### src/rtl/cnn_sweep_ctrl_pkg.sv
// Shared types and sizing helpers for the CNN sweep controller.
package cnn_ctrl_pkg;

   localparam int N_CELLS_DEF = 16;
   localparam int SW_DEF      = 9;
   localparam int ITW_DEF     = 8;

   typedef enum logic [2:0] {
      ST_IDLE,
      ST_LOAD,
      ST_ISSUE,
      ST_DRAIN,
      ST_COMMIT,
      ST_DONE
   } ctrl_state_e;

   // Width needed to index n items; never narrower than one bit.
   function automatic int cnn_idx_w(input int n);
      return (n <= 2) ? 1 : $clog2(n);
   endfunction

endpackage

### src/rtl/cnn_sweep_ctrl_if.sv
// Host-control and datapath-facing signals of the sweep controller.
interface cnn_sweep_ctrl_if
   import cnn_ctrl_pkg::*;
#(
   parameter int N_CELLS = N_CELLS_DEF,
   parameter int SW      = SW_DEF,
   parameter int ITW     = ITW_DEF
);
   localparam int IW = cnn_idx_w(N_CELLS);

   logic                  start;
   logic                  abort;
   logic [ITW-1:0]        max_iter;
   logic                  load_tmpl;
   logic                  cell_valid;
   logic [IW-1:0]         cell_idx;
   logic signed [SW-1:0]  cell_out;
   logic signed [SW-1:0]  cell_prev;
   logic                  commit;
   logic                  busy;
   logic                  done;
   logic                  converged;
   logic [ITW-1:0]        iter_count;

   modport master (
      input  start, abort, max_iter, cell_out, cell_prev,
      output load_tmpl, cell_valid, cell_idx, commit, busy, done, converged, iter_count
   );

   modport slave (
      output start, abort, max_iter, cell_out, cell_prev,
      input  load_tmpl, cell_valid, cell_idx, commit, busy, done, converged, iter_count
   );
endinterface

### src/rtl/cnn_sweep_ctrl_valid_pipe.sv
// Delays cell_valid by the datapath latency so results can be qualified.
module cnn_valid_pipe #(
   parameter int DEPTH = 2
) (
   input  logic clk,
   input  logic clr,
   input  logic vld_in,
   output logic res_vld
);
   logic [DEPTH-1:0] vld_q, vld_d;

   always_comb begin
      vld_d = '0;
      if (!clr) begin
         vld_d[0] = vld_in;
         for (int i = 1; i < DEPTH; i++) begin
            vld_d[i] = vld_q[i-1];
         end
      end
   end

   always_ff @(posedge clk) begin
      vld_q <= vld_d;
   end

   assign res_vld = vld_q[DEPTH-1];
endmodule

### src/rtl/cnn_sweep_ctrl.sv
// Sweep sequencer for the shared single-cell CNN evaluator: load, issue, drain, commit, repeat.
module cnn_sweep_ctrl
   import cnn_ctrl_pkg::*;
#(
   parameter int N_CELLS = N_CELLS_DEF,
   parameter int DP_LAT  = 2,
   parameter int SW      = SW_DEF,
   parameter int ITW     = ITW_DEF
) (
   input  logic            clk,
   input  logic            rst,
   cnn_sweep_ctrl_if.master bus
);
   localparam int            IW       = cnn_idx_w(N_CELLS);
   localparam int            DW       = cnn_idx_w(DP_LAT + 1);
   localparam logic [IW-1:0] LAST_IDX = IW'(N_CELLS - 1);

   ctrl_state_e          state_q, state_d;
   logic [IW-1:0]        idx_q, idx_d;
   logic [DW-1:0]        drain_q, drain_d;
   logic [ITW-1:0]       iter_q, iter_d;
   logic [ITW-1:0]       limit_q, limit_d;
   logic                 changed_q, changed_d;
   logic                 conv_q, conv_d;
   logic                 res_valid;
   logic                 issuing;
   logic signed [SW-1:0] res_cur, res_prev;

   assign issuing  = (state_q == ST_ISSUE);
   assign res_cur  = bus.cell_out;
   assign res_prev = bus.cell_prev;

   cnn_valid_pipe #(.DEPTH(DP_LAT)) u_valid_pipe (
      .clk     (clk),
      .clr     (rst | bus.abort),
      .vld_in  (issuing),
      .res_vld (res_valid)
   );

   always_ff @(posedge clk) begin
      if (rst) begin
         state_q   <= ST_IDLE;
         idx_q     <= '0;
         drain_q   <= '0;
         iter_q    <= '0;
         limit_q   <= '0;
         changed_q <= 1'b0;
         conv_q    <= 1'b0;
      end else begin
         state_q   <= state_d;
         idx_q     <= idx_d;
         drain_q   <= drain_d;
         iter_q    <= iter_d;
         limit_q   <= limit_d;
         changed_q <= changed_d;
         conv_q    <= conv_d;
      end
   end

   always_comb begin
      state_d   = state_q;
      idx_d     = idx_q;
      drain_d   = drain_q;
      iter_d    = iter_q;
      limit_d   = limit_q;
      changed_d = changed_q;
      conv_d    = conv_q;
      case (state_q)
         ST_IDLE: begin
            if (bus.start && !bus.abort) begin
               limit_d = (bus.max_iter == '0) ? ITW'(1) : bus.max_iter;
               iter_d  = '0;
               conv_d  = 1'b0;
               state_d = ST_LOAD;
            end
         end
         ST_LOAD: begin
            changed_d = 1'b0;
            idx_d     = '0;
            state_d   = ST_ISSUE;
         end
         ST_ISSUE: begin
            idx_d = idx_q + IW'(1);
            if (idx_q == LAST_IDX) begin
               drain_d = DW'(DP_LAT);
               state_d = ST_DRAIN;
            end
         end
         ST_DRAIN: begin
            drain_d = drain_q - DW'(1);
            if (drain_q == DW'(1)) state_d = ST_COMMIT;
         end
         ST_COMMIT: begin
            iter_d = iter_q + ITW'(1);
            if (!changed_q) begin
               conv_d  = 1'b1;
               state_d = ST_DONE;
            end else if (iter_q + ITW'(1) == limit_q) begin
               state_d = ST_DONE;
            end else begin
               changed_d = 1'b0;
               idx_d     = '0;
               state_d   = ST_ISSUE;
            end
         end
         ST_DONE: state_d = ST_IDLE;
         default: state_d = ST_IDLE;
      endcase
      // The last result of a sweep lands in the final DRAIN cycle and must still count.
      if (res_valid && (res_cur != res_prev)) changed_d = 1'b1;
      if (bus.abort && (state_q != ST_IDLE)) begin
         state_d = ST_IDLE;
         iter_d  = iter_q;
         conv_d  = 1'b0;
      end
   end

   always_comb begin
      bus.load_tmpl  = (state_q == ST_LOAD);
      bus.cell_valid = issuing;
      bus.cell_idx   = issuing ? idx_q : '0;
      bus.commit     = (state_q == ST_COMMIT) && !bus.abort;
      bus.done       = (state_q == ST_DONE) && !bus.abort;
      bus.busy       = (state_q != ST_IDLE);
      bus.converged  = conv_q;
      bus.iter_count = iter_q;
   end
endmodule

### src/flat_wrapper.sv
// flat-port wrapper written by rule: the top's interface ports become plain ports
module cnn_sweep_ctrl_flat import cnn_ctrl_pkg::*;
#(
   parameter int N_CELLS = N_CELLS_DEF,
   parameter int DP_LAT  = 2,
   parameter int SW      = SW_DEF,
   parameter int ITW     = ITW_DEF
)
  (clk, rst, bus_start, bus_abort, bus_max_iter, bus_cell_out, bus_cell_prev, bus_load_tmpl, bus_cell_valid, bus_cell_idx, bus_commit, bus_busy, bus_done, bus_converged, bus_iter_count);
  cnn_sweep_ctrl_if #(.N_CELLS(N_CELLS), .SW(SW), .ITW(ITW)) bus_i ();
  input  logic clk;
  input  logic rst;
  input wire logic [$bits(bus_i.start)-1:0] bus_start;
  input wire logic [$bits(bus_i.abort)-1:0] bus_abort;
  input wire logic [$bits(bus_i.max_iter)-1:0] bus_max_iter;
  input wire logic [$bits(bus_i.cell_out)-1:0] bus_cell_out;
  input wire logic [$bits(bus_i.cell_prev)-1:0] bus_cell_prev;
  output wire logic [$bits(bus_i.load_tmpl)-1:0] bus_load_tmpl;
  output wire logic [$bits(bus_i.cell_valid)-1:0] bus_cell_valid;
  output wire logic [$bits(bus_i.cell_idx)-1:0] bus_cell_idx;
  output wire logic [$bits(bus_i.commit)-1:0] bus_commit;
  output wire logic [$bits(bus_i.busy)-1:0] bus_busy;
  output wire logic [$bits(bus_i.done)-1:0] bus_done;
  output wire logic [$bits(bus_i.converged)-1:0] bus_converged;
  output wire logic [$bits(bus_i.iter_count)-1:0] bus_iter_count;
  assign bus_i.start = bus_start;
  assign bus_i.abort = bus_abort;
  assign bus_i.max_iter = bus_max_iter;
  assign bus_i.cell_out = bus_cell_out;
  assign bus_i.cell_prev = bus_cell_prev;
  assign bus_load_tmpl = bus_i.load_tmpl;
  assign bus_cell_valid = bus_i.cell_valid;
  assign bus_cell_idx = bus_i.cell_idx;
  assign bus_commit = bus_i.commit;
  assign bus_busy = bus_i.busy;
  assign bus_done = bus_i.done;
  assign bus_converged = bus_i.converged;
  assign bus_iter_count = bus_i.iter_count;
  cnn_sweep_ctrl #(.N_CELLS(N_CELLS), .DP_LAT(DP_LAT), .SW(SW), .ITW(ITW)) u_core (.clk(clk), .rst(rst), .bus(bus_i));
endmodule
### config.mk
export PLATFORM = sky130hd
export DESIGN_NAME = cnn_sweep_ctrl_flat
export DESIGN_NICKNAME = d
export VERILOG_FILES = /design/src/rtl/cnn_sweep_ctrl_pkg.sv /design/src/rtl/cnn_sweep_ctrl_if.sv /design/src/rtl/cnn_sweep_ctrl_valid_pipe.sv /design/src/rtl/cnn_sweep_ctrl.sv /design/src/flat_wrapper.sv
export SDC_FILE = /design/constraint.sdc
export NUM_CORES = 1
export LEC_CHECK = 0
export CAP_MARGIN = 20
export CORE_UTILIZATION = 30
export CTS_CLUSTER_DIAMETER = 80
export DETAILED_ROUTE_END_ITERATION = 7
export GPL_ROUTABILITY_DRIVEN = 0
export GPL_TIMING_DRIVEN = 1
export SYNTH_ARGS = -nofsm -noshare
export SYNTH_HDL_FRONTEND = slang
export SYNTH_SLANG_ARGS = --single-unit
### constraint.sdc
create_clock -name clk -period 2.6 [get_ports clk]
set_clock_uncertainty 0.15 [all_clocks]
set_input_delay 0.78 -clock clk [delete_from_list [all_inputs] [get_ports clk]]
set_output_delay 0.78 -clock clk [all_outputs]
set_load 0.05 [all_outputs]
Yosys cells after proc, flatten, opt, wreduce, memory -nomap -nowiden
Cells that the tools add are included.

storage, ports and cells
  register bits = 29
  input port bits = 30
  output and inout bits = 18
  logic and storage cells = 70

cells by class
  add/subtract/negate cells = 3
  equality and inequality tests = 15
  muxes and demuxes = 22
  bitwise gates (word level) = 2
  reductions and logical operators = 20

operators with widths
  operator               count
  $mux W8                2
  $pmux W8 S2            1
  $mux W3                5
  $pmux W3 S5            1
  $mux W4                3
  $pmux W4 S3            1
  $reduce_and A3 Y1      4
  $ne A9 B9 Y1           1
  $reduce_bool A3 Y1     3
  $add A8 B1 Y8 const B  1
  $eq A8 B8 Y1           1
  $logic_not A8 Y1       1
  $eq A3 B2 Y1 const B   2
  $eq A3 B3 Y1 const B   2
  $ne A2 B1 Y1 const B   3
  $ne A2 B2 Y1 const B   3
  $logic_and A1 B1 Y1    5
  $mux W1                5
  $add A4 B1 Y4 const B  1
  $eq A4 B4 Y1 const B   1
  $pmux W1 S2            2
  $pmux W2 S2            1
  $reduce_and A2 Y1      2
  $reduce_bool A2 Y1     2
  9 further kinds        9

Longest topological paths before layout
  word-level depth = 6
  mapped depth = 8
  gate-level depth less buffers = 6

Hierarchy
A second synthesis with hierarchy kept.

second synthesis, totals
  cell total of the unflattened synthesis = 223
  area, all modules = 1764.2 µm²

modules (own cells, without submodules)
  module          instances  cells an instance  area an instance (µm²)  sequential area each (µm²)
  cnn_sweep_ctrl  1          219                1711.6                  540.5
  cnn_valid_pipe  1          4                  52.6                    40.0

Worst setup path after synthesis
Ideal clock, no wire load.

  kind = register to output
  start point = register u_core.state_q[0]
  end point = output bus_cell_idx[0]
  arrival time = 2403 ps
  required time = 1670 ps
  slack = -733 ps
  stages on the path, launching flop included = 4
  path buffers = 1
  cell sequence = dfxtp_1 -> buf_2 -> nor3b_1 -> and2_1

between the ends
  longest elaborated chain between the ends = 2

RTL lines
  item                    line                   RTL
  start, declared         cnn_sweep_ctrl.sv:18   ctrl_state_e state_q, state_d;
  start signal, assigned  cnn_sweep_ctrl.sv:50   state_q <= state_d;
  $eq A3 B2 Y1            cnn_sweep_ctrl.sv:29   assign issuing = (state_q == ST_ISSUE);
  net bus_cell_valid      flat_wrapper.sv:19     output wire logic [$bits(bus_i.cell_valid)-1:0] bus_cell_valid;
  $mux W4                 cnn_sweep_ctrl.sv:121  bus.cell_idx = issuing ? idx_q : '0;
  end, declared           flat_wrapper.sv:20     output wire logic [$bits(bus_i.cell_idx)-1:0] bus_cell_idx;

The timed path passes the listed nets, and every way through them passes these cells.

Worst setup path in the final report
  start point = input bus_abort
  end point = output bus_commit

between the ends
  longest elaborated chain between the ends = 2

RTL lines
  item                 line                   RTL
  start, declared      flat_wrapper.sv:14     input wire logic [$bits(bus_i.abort)-1:0] bus_abort;
  $logic_not A1 Y1     cnn_sweep_ctrl.sv:122  bus.commit = (state_q == ST_COMMIT) && !bus.abort;
  $logic_and A1 B1 Y1  cnn_sweep_ctrl.sv:122
  end, declared        flat_wrapper.sv:21     output wire logic [$bits(bus_i.commit)-1:0] bus_commit;

Every way passes these cells.

==> impl_metrics.tcl <==
set metrics [dict create \
    layout_setup_ws_ps 97.3 \
    hp-start "u_core.u_valid_pipe.vld_q[0]$_SDFF_PP0_" \
    worst-endpoint-required_ps 1670 \
    n_fill_cell 558 \
    wire_per_inst_um 12.9 \
    clock.fmax_mhz 400 \
    critPathMaxStageDelay_ps 290 \
    dpl.hpwl_mm 3.38 \
    criticalPathCategory "input pin to output pin" \
    syn2layout_area_growth_pct 45.3 \
    report.final.slew_viol_count 0 \
    num_rows 27 \
    p_leak_nw 0.984 \
    grt_pass1_vias 1536 \
    dp_slack_ps -144 \
    drt-pass1-iter-count 4 \
    cts_tree "built" \
    avgSynthCellArea_um2 8.16 \
    power.total_mw 1.26 \
    ys_top_cells_by_count "dfxtp_1, a21oi_1, nor2_1" \
    grt_pass1_wl_mm 7.20 \
    path_cells "dlygate4sd2_1, or2_1, inv_2, buf_12" \
    synth_edf_count 0 \
    drc 0 \
    synth_cells 215 \
    start_util_pct 31.5 \
    worstSetupEndpointType "output pin" \
    die_area_mm2 0.00616 \
    ys_async_sr_fraction_pct 0 \
    whs_endpoint "u_core.u_valid_pipe.vld_q[1]$_SDFF_PP0_" \
    drive_above_1_share_pct 15.9 \
    yosysTopAreaCellShare_pct 33.1 \
    viasPerCell 5.05 \
    port_buffers 47 \
    route.vias.total 1731 \
    insertion_delay_ps 290 \
    fp.dieH_um 78.5 \
    drtIter0Drc 104 \
    power_density_mw_per_mm2 494 \
    cp_data_arrival_time_ps 1570 \
    clock_path_buffers 2 \
    final_nets 304 \
    root_buffer "clkbuf_8" \
    fin_crit_sh_pct 96.3 \
    grt_max_degree 16 \
    clk_pin_slew_ps 60 \
    synth_nets 248 \
    synthTopCellsByArea "dfxtp_1, xnor2_1, a21oi_1" \
    synthDistinctLibCells 52 \
    worstRegToRegCells 6 \
    cts_sinks 29 \
    instances_no_fill 343 \
    yosysMostFrequentCell "dfxtp_1" \
    hold_depth 1 \
    critPathMaxFanout 3 \
    yosys_warnings 0 \
    reg2reg_slack_ps 340 \
    die_w_um 78.5 \
    n_antenna_cell 0 \
    seq_area_frac_synth_pct 33.1 \
    startpoint_type "input pin" \
    wl_mm 4.41 \
    yosys.area.top_type "dfxtp_1" \
    core_area_mm2 0.00557 \
    ys_ff_latch 29 \
    max_slew_margin_pct 64.7 \
    ir_drop_v 0.000312 \
    fin_hold_ws_ps 306 \
    placed_cells 336 \
    period_minus_slack_ps 2500 \
    reg2reg_to "u_core.changed_q$_SDFFE_PP0P_" \
    cts-hold-fix-buffers 0 \
    antenna_found_initial 0 \
    utilization_pct 45.7 \
    hold_viol 0 \
    status "finished, final reports clean" \
    ant_nets 0 \
    rsz0062_at_grt "no" \
    cap_violations 0 \
    grt_util_all_layers_pct 15.1 \
    ys.flop_type "dfxtp_1" \
    min_path_type "flip-flop to flip-flop" \
    syn_area_mm2 0.00176 \
    cts-buffers-inserted 5 \
    slowest_stage "dlygate4sd2_1" \
    boundaryPins 48 \
    finalSetupViolCount 0 \
    overflow 0 \
    worstReg2RegStart "u_core.bus.iter_count[0]$_SDFFE_PP0P_" \
    worst_slew_pin_slew_ps 528 \
    htree_num_levels 2 \
]
report_power, final:
part / leakage [nW] / internal [mW] / switching [mW] / total [mW]
logic: 0.705 / 0.190 / 0.205 / 0.395
registers: 0.235 / 0.467 / 0.0184 / 0.486
clock network: 0.0443 / 0.209 / 0.170 / 0.379
critical path: cells and delay by family:
family | cells | cell delay (ps)
buffers and inverters | 3 | 520
and+or+nand+nor | 1 | 270
stage by stage:
stage | TNS (ps) | cell area, µm²
final | 0 | 2550
after global routing | 0 | 2550
after CTS | 0 | 2550
after detailed placement | -270 | 2460
after global placement | -261 | 2460
after floorplan | -339 | 1780
how the worst max path moves through the flow:
stage	from	end	slack (ps)	cells past startpoint
after floorplan	u_core.state_q[0]$_SDFFE_PP0P_	bus_cell_idx[0]	-100	3
after global placement	bus_abort	bus_commit	-140	4
after detailed placement	bus_abort	bus_commit	-140	4
after CTS	u_core.bus.iter_count[0]$_SDFFE_PP0P_	bus_iter_count[0]	40	1
after global routing	u_core.state_q[2]$_SDFFE_PP0P_	bus_cell_idx[0]	20	4
final	bus_abort	bus_commit	100	4
metal layers:
layer,vias up,routed length (µm),GRT usage [%]
li1,880,-,-
met1,800,2080,19.7
met2,44,1940,22.9
met3,7,311,5.23
met4,0,77,5.00
met5,-,0,0
what timing repair did:
item                                    4_1_cts  5_1_grt
endpoints found under the setup margin        2        1
buffers inserted                              0        0
pin swaps                                     0        0
resized for setup                             1        1
layout make-up:
cell class                 count  area, µm²  area share, %
multi-input combinational    170       1120           43.9
timing repair buffer          61        659           25.9
sequential                    29        581           22.8
tap                           72       90.1           3.53
clock buffer                   7       86.3           3.39
inverter                       4       15.0          0.589
kinds of logic (layout without fill, tap and decap cells):
group	count (synthesis)	after routing	synth area share, %
buffers and inverters	16	72	4.63
AOI/OAI and AO/OA	55	55	20.4
adders and majority gates	3	3	2.14
muxes	4	4	2.35
xor gates and xnor gates	20	20	9.98
and+or+nand+nor	88	88	27.4
DFF	29	29	33.1
flip-flops by register name, indices dropped and copies added (netlist names):
register / flops
u_core.idx_q: 4
u_core.bus.iter_count: 8
u_core.state_q: 3
u_core.bus.converged: 1
u_core.limit_q: 8
u_core.u_valid_pipe.vld_q: 2
u_core.drain_q: 2
u_core.changed_q: 1
layout by cell type, fill, tap and decap left out, drive strengths merged, types with 2 or more instances in the layout:
cell type,Yosys,final
a211oi,3,3
a21o,4,4
a21oi,23,23
a221oi,2,2
a22oi,2,2
and2,5,5
and3,5,5
and4,2,2
buf,6,26
clkbuf,6,7
clkdlybuf4s50,0,33
dfxtp,29,29
ha,3,3
inv,4,4
mux2i,3,3
nand2,21,21
nand2b,3,3
nand3,6,6
nand3b,4,4
nand4,2,2
nand4b,2,2
nor2,22,22
nor2b,3,3
nor3b,4,4
nor4bb,2,2
o21ai,9,9
o41ai,2,2
or3,2,2
xnor2,14,14
xor2,6,6
No activity file was read; power rests on OpenSTA's default activity.
